File: src/rtl/pi_sched_pkg.sv
// Shared definitions for the PI theta core sequencer: FSM encoding,
// default timing constants and a constant-function clog2.
package pi_sched_pkg;

    typedef enum logic [2:0] {
        StIdle,
        StLead,
        StIssue,
        StWait,
        StNext
    } sched_state_e;

    localparam int unsigned DefLead  = 15;
    localparam int unsigned DefLat   = 27;
    localparam int unsigned DefToCyc = 63;

    // Bits needed to index v distinct values (minimum 1).
    function automatic int unsigned clog2(input int unsigned v);
        int unsigned r;
        int unsigned x;
        r = 0;
        x = (v > 1) ? v - 1 : 1;
        while (x > 0) begin
            r++;
            x = x >> 1;
        end
        return r;
    endfunction

endpackage

File: src/rtl/pi_sched_next_ch.sv
// Lowest-set-bit finder over the pending channel mask.
module pi_sched_next_ch #(
    parameter int unsigned N_CH = 4,
    parameter int unsigned CW   = 2
) (
    input  logic [N_CH-1:0] pend_i,
    output logic [CW-1:0]   idx_o,
    output logic            valid_o
);

    // Scan from the top down so the lowest set bit is written last and wins.
    always_comb begin
        idx_o   = '0;
        valid_o = 1'b0;
        for (int i = N_CH - 1; i >= 0; i--) begin
            if (pend_i[i]) begin
                idx_o   = CW'(i);
                valid_o = 1'b1;
            end
        end
    end

endmodule

File: src/rtl/pi_theta_sched.sv
// Time-shares one PI theta core among N_CH channels per simulation step.
// Each enabled channel, in ascending order: rd_x strobe, pi_sta LEAD cycles
// later, wait for pi_done, then commit via wr_en. All outputs registered.
// Optional watchdog on the core's done: define PI_SCHED_WDOG_EN.
module pi_theta_sched
    import pi_sched_pkg::*;
#(
    parameter int unsigned N_CH   = 4,
    parameter int unsigned CW     = 2,
    parameter int unsigned LEAD   = DefLead,
    parameter int unsigned LAT    = DefLat,
    parameter int unsigned TO_CYC = DefToCyc
) (
    input  logic            clk,
    input  logic            rst_user,
    input  logic            step_start,
    input  logic [N_CH-1:0] ch_mask,
    input  logic            pi_done,
    output logic            busy,
    output logic [CW-1:0]   ch_sel,
    output logic            rd_x,
    output logic            pi_sta,
    output logic            wr_en,
    output logic [CW-1:0]   wr_ch,
    output logic            step_done,
    output logic            err
);

    localparam int unsigned CntMax = (LEAD > TO_CYC) ? LEAD : TO_CYC;
    localparam int unsigned CntW   = clog2(CntMax + 1);
    localparam logic [CntW-1:0] LeadLoad = CntW'(LEAD - 1);

    // LAT is the core's nominal latency; the sequencer simply waits for done.
    if (N_CH < 2 || N_CH > 16 || LEAD < 2 || LAT < 1 || TO_CYC < 2 ||
        (1 << CW) < N_CH) begin : g_bad_param
        $error("pi_theta_sched: parameter out of range");
    end

    sched_state_e    state_q, state_d;
    logic [N_CH-1:0] pend_q, pend_d;
    logic [CntW-1:0] cnt_q, cnt_d;
    logic [CW-1:0]   ch_sel_q, ch_sel_d;
    logic [CW-1:0]   wr_ch_q, wr_ch_d;
    logic            busy_q, busy_d;
    logic            rd_x_q, rd_x_d;
    logic            pi_sta_q, pi_sta_d;
    logic            wr_en_q, wr_en_d;
    logic            step_done_q, step_done_d;

    logic [N_CH-1:0] cur_bit;
    logic [N_CH-1:0] find_in;
    logic [CW-1:0]   nx_idx;
    logic            nx_valid;

    assign cur_bit = {{(N_CH - 1){1'b0}}, 1'b1} << ch_sel_q;
    // In IDLE pick from the incoming mask; otherwise from what remains once
    // the channel in flight is retired.
    assign find_in = (state_q == StIdle) ? ch_mask : (pend_q & ~cur_bit);

    pi_sched_next_ch #(
        .N_CH (N_CH),
        .CW   (CW)
    ) u_next_ch (
        .pend_i  (find_in),
        .idx_o   (nx_idx),
        .valid_o (nx_valid)
    );

`ifdef PI_SCHED_WDOG_EN
    localparam logic [CntW-1:0] ToLast = CntW'(TO_CYC - 1);
    logic err_q, err_d;
`endif

    // Next-state and registered-output decode.
    always_comb begin
        state_d     = state_q;
        pend_d      = pend_q;
        cnt_d       = cnt_q;
        ch_sel_d    = ch_sel_q;
        wr_ch_d     = wr_ch_q;
        busy_d      = busy_q;
        rd_x_d      = 1'b0;
        pi_sta_d    = 1'b0;
        wr_en_d     = 1'b0;
        step_done_d = 1'b0;
`ifdef PI_SCHED_WDOG_EN
        err_d       = err_q;
`endif
        unique case (state_q)
            StIdle: begin
                if (step_start) begin
                    pend_d = ch_mask;
                    if (nx_valid) begin
                        state_d  = StLead;
                        rd_x_d   = 1'b1;
                        ch_sel_d = nx_idx;
                        cnt_d    = LeadLoad;
                        busy_d   = 1'b1;
                    end else begin
                        step_done_d = 1'b1;
                    end
                end
            end
            // NEXT is the first cycle of the following channel's lead time.
            StLead, StNext: begin
                if (cnt_q == '0) begin
                    state_d  = StIssue;
                    pi_sta_d = 1'b1;
                end else begin
                    state_d = StLead;
                    cnt_d   = cnt_q - 1'b1;
                end
            end
            StIssue: begin
                state_d = StWait;
`ifdef PI_SCHED_WDOG_EN
                // cnt tracks cycles elapsed since pi_sta
                cnt_d   = CntW'(1);
`endif
            end
            StWait: begin
                if (pi_done) begin
                    pend_d  = pend_q & ~cur_bit;
                    wr_en_d = 1'b1;
                    wr_ch_d = ch_sel_q;
                    if (nx_valid) begin
                        state_d  = StNext;
                        rd_x_d   = 1'b1;
                        ch_sel_d = nx_idx;
                        cnt_d    = LeadLoad;
                    end else begin
                        state_d     = StIdle;
                        step_done_d = 1'b1;
                        busy_d      = 1'b0;
                    end
                end
`ifdef PI_SCHED_WDOG_EN
                // Done on the last examined cycle still wins over the timeout.
                else if (cnt_q == ToLast) begin
                    state_d     = StIdle;
                    err_d       = 1'b1;
                    step_done_d = 1'b1;
                    busy_d      = 1'b0;
                    pend_d      = '0;
                end else begin
                    cnt_d = cnt_q + 1'b1;
                end
`endif
            end
            default: state_d = StIdle;
        endcase
    end

    // State and output registers; reset abandons any step in flight.
    always_ff @(posedge clk or posedge rst_user) begin
        if (rst_user) begin
            state_q     <= StIdle;
            pend_q      <= '0;
            cnt_q       <= '0;
            ch_sel_q    <= '0;
            wr_ch_q     <= '0;
            busy_q      <= 1'b0;
            rd_x_q      <= 1'b0;
            pi_sta_q    <= 1'b0;
            wr_en_q     <= 1'b0;
            step_done_q <= 1'b0;
        end else begin
            state_q     <= state_d;
            pend_q      <= pend_d;
            cnt_q       <= cnt_d;
            ch_sel_q    <= ch_sel_d;
            wr_ch_q     <= wr_ch_d;
            busy_q      <= busy_d;
            rd_x_q      <= rd_x_d;
            pi_sta_q    <= pi_sta_d;
            wr_en_q     <= wr_en_d;
            step_done_q <= step_done_d;
        end
    end

`ifdef PI_SCHED_WDOG_EN
    // Sticky watchdog error.
    always_ff @(posedge clk or posedge rst_user) begin
        if (rst_user) begin
            err_q <= 1'b0;
        end else begin
            err_q <= err_d;
        end
    end
    assign err = err_q;
`else
    assign err = 1'b0;
`endif

    assign busy      = busy_q;
    assign ch_sel    = ch_sel_q;
    assign rd_x      = rd_x_q;
    assign pi_sta    = pi_sta_q;
    assign wr_en     = wr_en_q;
    assign wr_ch     = wr_ch_q;
    assign step_done = step_done_q;

endmodule

File: config.mk
export PLATFORM = sky130hd
export DESIGN_NAME = pi_theta_sched
export DESIGN_NICKNAME = d
export VERILOG_FILES = /design/src/rtl/pi_sched_pkg.sv /design/src/rtl/pi_sched_next_ch.sv /design/src/rtl/pi_theta_sched.sv
export SDC_FILE = /design/constraint.sdc
export NUM_CORES = 1
export LEC_CHECK = 0
export ABC_AREA = 1
export BUFFER_PORTS_ARGS = -buffer_cell sky130_fd_sc_hd__buf_2
export CORE_MARGIN = 3
export CORE_UTILIZATION = 50
export CTS_CLUSTER_SIZE = 24
export DETAILED_ROUTE_END_ITERATION = 8
export PLACE_DENSITY = 0.75
export SYNTH_ARGS = -nofsm -noshare
export SYNTH_HDL_FRONTEND = slang
export SYNTH_SLANG_ARGS = --single-unit
File: constraint.sdc
create_clock -name clk -period 2.4 [get_ports clk]
set_input_delay 0.12 -clock clk [delete_from_list [all_inputs] [get_ports clk]]
set_output_delay 0.12 -clock clk [all_outputs]
set_load 0.1 [all_outputs]
# Word-level counts from Yosys, hierarchy flattened
# Index checks and enable logic that the tools add are counted.
# word_totals
regBits	22
inputBits	8
output_inout_bits	10
# classes
n_addsub	1
eq_ne	9
shift	1
mux	44
bitwise_logic	2
n_reduce_logical	10
# op_table
op	n
$mux 6	4
$mux 1	18
$pmux 6 s3	1
$mux 2	8
$mux 3	4
$mux 4	3
$pmux 3 s4	1
$ne 2x2->1 const B	5
$pmux 4 s2	1
$eq 3x2->1 const B	2
$logic_not 6->1	1
$pmux 1 s2	3
$reduce_and 3->1	2
$sub 6x1->6 const B	1
$reduce_and 5->1	1
$and 4x4->4	1
$not 4->4	1
$pmux 2 s2	1
$reduce_and 4->1	1
$shl 1x2->4 const A	1
$eq 3x1->1 const B	1
$eq 3x3->1 const B	1
$logic_not 3->1	1
$reduce_bool 3->1	1
other kinds (3)	3

# Logic depth before layout (Yosys ltp)
# depth
ltp_word	11
depth_mapped	12
mapped_depth_nobuf	12

# By module
# Synthesis repeated with hierarchy kept, for this count alone.
# unflattened
cells_unflattened	167
area_unflattened_um2	1263.7
# modules_own_cells
module	instances	cells_each	area_per_inst_um2	seq_area_each_um2
pi_theta_sched	1	159	1227.4	550.5
pi_sched_next_ch	1	8	36.3	0.0

# Least setup slack after synthesis
# Ideal clock, no wire load.
# synth_timing
path_type	register to register
from	reg ch_sel_q[0] (netlist: ch_sel[0])
to	reg busy_q (netlist: busy)
setup_time_ns	0.122
arrival_time_ns	1.853
slack_ns	0.425
path_stages_with_launch	12
path_buffers	0
path_cell_list	dfrtp_1 inv_1 nand2_1 nand2_1 nand2_2 nand2_2 nand2_4 nor2_4 a21oi_1 nand2_1 nand2_1 nand2_1
# synth_between
elab_chain_cells	10
word_cells_on_any_way	11
# synth_rtl
element	line	source
start, declared	pi_theta_sched.sv:42	logic [CW-1:0] ch_sel_q, ch_sel_d;
start signal, assigned	pi_theta_sched.sv:171	ch_sel_q <= ch_sel_d;
$shl 1x2->4 (*)	pi_theta_sched.sv:55	assign cur_bit = {{(N_CH - 1){1'b0}}, 1'b1} << ch_sel_q;
$not 4->4 (*)	pi_theta_sched.sv:58	assign find_in = (state_q == StIdle) ? ch_mask : (pend_q & ~cur_bit);
$and 4x4->4 (*)	pi_theta_sched.sv:58	
$mux 4 (*)	pi_theta_sched.sv:58	
$mux 1 (3 in a row)	pi_sched_next_ch.sv:16	if (pend_i[i]) begin
$mux 1 (*)	pi_sched_next_ch.sv:16	
$ne 2x2->1 (no source line)	-	
$reduce_and 5->1 (no source line) (*)	-	
end signal, assigned	pi_theta_sched.sv:173	busy_q <= busy_d;
end, declared	pi_theta_sched.sv:44	logic busy_q, busy_d;
# Mark *: on every way between the ends. The rest lies on a longest branch, timed or not.
# A chain may end at the register's enable or synchronous reset.

# Worst setup path after layout
# layout_timing
from	reg state_q[2]
to	reg ch_sel_q[0] (netlist: ch_sel[0])
# layout_between
elab_chain_cells	9
word_cells_on_any_way	19
# layout_rtl
element	line	source
start, declared	pi_theta_sched.sv:39	sched_state_e state_q, state_d;
start signal, assigned	pi_theta_sched.sv:157	state_q <= StIdle;
start signal, assigned	pi_theta_sched.sv:168	state_q <= state_d;
$logic_not 3->1	pi_theta_sched.sv:58, pi_theta_sched.sv:89	
$mux 4	pi_theta_sched.sv:58	
$mux 2 or $mux 1 (tied branches) (4 in a row)	pi_sched_next_ch.sv:16	
$mux 2	pi_theta_sched.sv:93, pi_theta_sched.sv:126	
$mux 2 (on tied branches)	pi_theta_sched.sv:122, pi_theta_sched.sv:91	
$pmux 2 s2	pi_theta_sched.sv:89	unique case (state_q)
# Parallel ways exist; a longest one is shown, timed or not. The select of a mux whose other input is x is not followed.

==> results.json <==
{
  "fin_crit_sh_pct": 68.64,
  "finalHoldViolCount": 0,
  "relSlewSlack_pct": 45.45,
  "core-area_sq_mm": 0.002276,
  "clock-skew-final_ns": 0.001858,
  "end_kind": "flip-flop",
  "setup_viol": 0,
  "antenna_left": 0,
  "seq_area_sq_um": 550.5,
  "first_pass_iters": 4,
  "finish.instance_area_sq_mm": 0.001393,
  "multiInputGateArea_sq_um": 598.1,
  "fmax_mhz": 607.0,
  "highest_layer": "met4",
  "drtIter0Drc": 22,
  "start_util_pct": 54.65,
  "io_pins": 18,
  "layout_common_cells": "nand2_1 (40), dfrtp_1 (22), inv_1 (18)",
  "wl_met3_um": 94,
  "yosysWarnings": 0,
  "htreeDepth": 1,
  "gp_congestion": 0.7939,
  "wl_met2_um": 1084,
  "port_buffers": 16,
  "synth-main-ff-cell": "dfrtp_1",
  "dpl_cell_area_sq_mm": 0.001346,
  "max_cap_viol_count": 0,
  "cts_tree": "yes",
  "min_path_type": "input pin to flip-flop",
  "clk_pin_slew_ns": 0.12,
  "syn_to_final_growth_pct": 11.97,
  "grt-ovfl-total": 0,
  "antenna_found_initial": 0,
  "final_common_cell": "nand2_1",
  "ys_seq_elements": 22,
  "synth_cells": 158,
  "synth_edf_count": 0,
  "place_hpwl_um": 1810,
  "insertion_delay_ns": 0.31,
  "clock_path_buffers": 2,
  "drive_gt1_share_pct": 23.73,
  "wl_per_cell_um": 11.20,
  "synth_cell_types": 26,
  "clock-root-buffer": "clkbuf_4",
  "slew_violations": 0,
  "ys_seq_area_share_pct": 44.27,
  "pre_cts_ws_ns": 0.7777,
  "clock-sinks": 22,
  "wl_um": 2295,
  "die_area_sq_mm": 0.003122,
  "viasPerCell": 5.049,
  "worstSetupPathType": "flip-flop to flip-flop",
  "fill_cells": 196,
  "synth-async-reset-ratio_pct": 100.0,
  "grt_pass1_wl_um": 4229,
  "num_antenna_cells": 0,
  "worstMarginPinSlew_ns": 0.8174,
  "setup_slack_ns": 0.7526,
  "crit_arrival_ns": 1.89,
  "vias": 1035,
  "num_rows": 17,
  "cts_inserted_buffers": 3,
  "rsz0062_at_grt": "no",
  "tns_ns": 0,
  "min_period_ns": 1.647,
  "startpoint_type": "flip-flop",
  "route.detailed.drc": 0,
  "die_y_um": 55.88,
  "grt_pass1_vias": 1010,
  "critPathRequiredTime_ns": 2.64,
  "status": "complete, no violations",
  "die_width_um": 55.88,
  "syn-cell-area_sq_mm": 0.001244,
  "synth_nets": 168,
  "gr-usage-all-layers_pct": 16.67,
  "syn_area_per_cell_sq_um": 7.871,
  "drt-met1-wl_um": 1073,
  "crit_path_max_fanout": 11,
  "final_net_count": 188,
  "grt_max_degree": 23
}
[timing repair]
| item | CTS | global route |
|---|---|---|
| hold endpoints to repair | 22 | 0 |
| resized for setup | 0 | 0 |
| buffers inserted | 0 | 0 |
| hold buffers | 1 | 0 |
[synth_stat cells, types with 2 or more instances]
cell,count,area (sq um)
nand3_1,6,30.03
o21ai_1,6,30.03
nand2_2,10,62.56
nand2_1,40,150.1
a21oi_1,3,15.01
nor3_1,3,15.01
nor2_1,12,45.04
nor2_4,2,22.52
nand2_4,3,33.78
nand3b_1,4,30.03
inv_2,2,7.510
ha_1,2,25.02
inv_1,18,67.56
nor3b_1,2,15.01
buf_4,2,15.01
dfrtp_1,22,550.5
o21ai_0,12,60.06
[flip-flops by register name, indices dropped and copies added, names as in the netlist]
register   cells
pi_sta         1
step_done      1
cnt_q          6
ch_sel         2
busy           1
wr_en          1
rd_x           1
wr_ch          2
pend_q         4
state_q        3
[through the flow]
stage / hold slack [ns] / std cells / utilization, %
after global routing: 0.1386 / 205 / 61.19
after CTS: 0.1015 / 205 / 61.19
after global placement: 0.3193 / 200 / 59.15
final: 0.1089 / 205 / 61.19
after detailed placement: 0.3274 / 200 / 59.15
after floorplan: 0.1092 / 158 / -
[worst max-delay path, cell delays in order (launching register included)]
cell and delay (ns):
dfrtp_1 0.47, nor3_2 0.20, buf_4 0.21, nand2_2 0.12, o21ai_2 0.10, inv_2 0.11
nor2_1 0.20, nand3_1 0.09, o21ai_0 0.08
[final timing paths]
check,end,start,slack [ns],cells past startpoint
worst max-delay path,ch_sel[0],state_q[2],0.75,8
worst min-delay path,wr_en,pi_done,0.11,3
worst max register to register,ch_sel[0],state_q[2],0.75,8
worst min register to register,cnt_q[0],cnt_q[0],0.50,1
max in group asynchronous,state_q[0],rst_user,1.40,3
min in group asynchronous,wr_en,rst_user,0.49,3
[cells by family (layout without fill, tap and decap cells)]
kind of cell,count (synthesis),in the layout,synth area share [%]
AO/OA/AOI/OAI,23,23,9.759
buffers and inverters,23,42,7.645
flip-flops,22,22,44.27
other,1,1,0.3015
AND/OR/NAND/NOR,85,85,34.61
XOR/XNOR,2,2,1.409
adder cells (fa/ha/maj),2,2,2.012
[layout make-up]
cell class | instances | share of cell area (%)
Multi-Input combinational cell | 113 | 42.95
Sequential cell | 22 | 39.53
Timing Repair Buffer | 18 | 7.008
Inverter | 20 | 5.391
Clock buffer | 4 | 2.606
Tap cell | 28 | 2.516
[per-layer routing]
layer	track usage, %	vias to the layer above
li1	-	534
met1	22.30	479
met2	27.20	17
met3	2.784	5
met4	6.102	0
met5	0	-
Power is left out: the tool's default activity adds up to more than one toggle a clock period on the data nets, which glitch-free logic cannot reach.
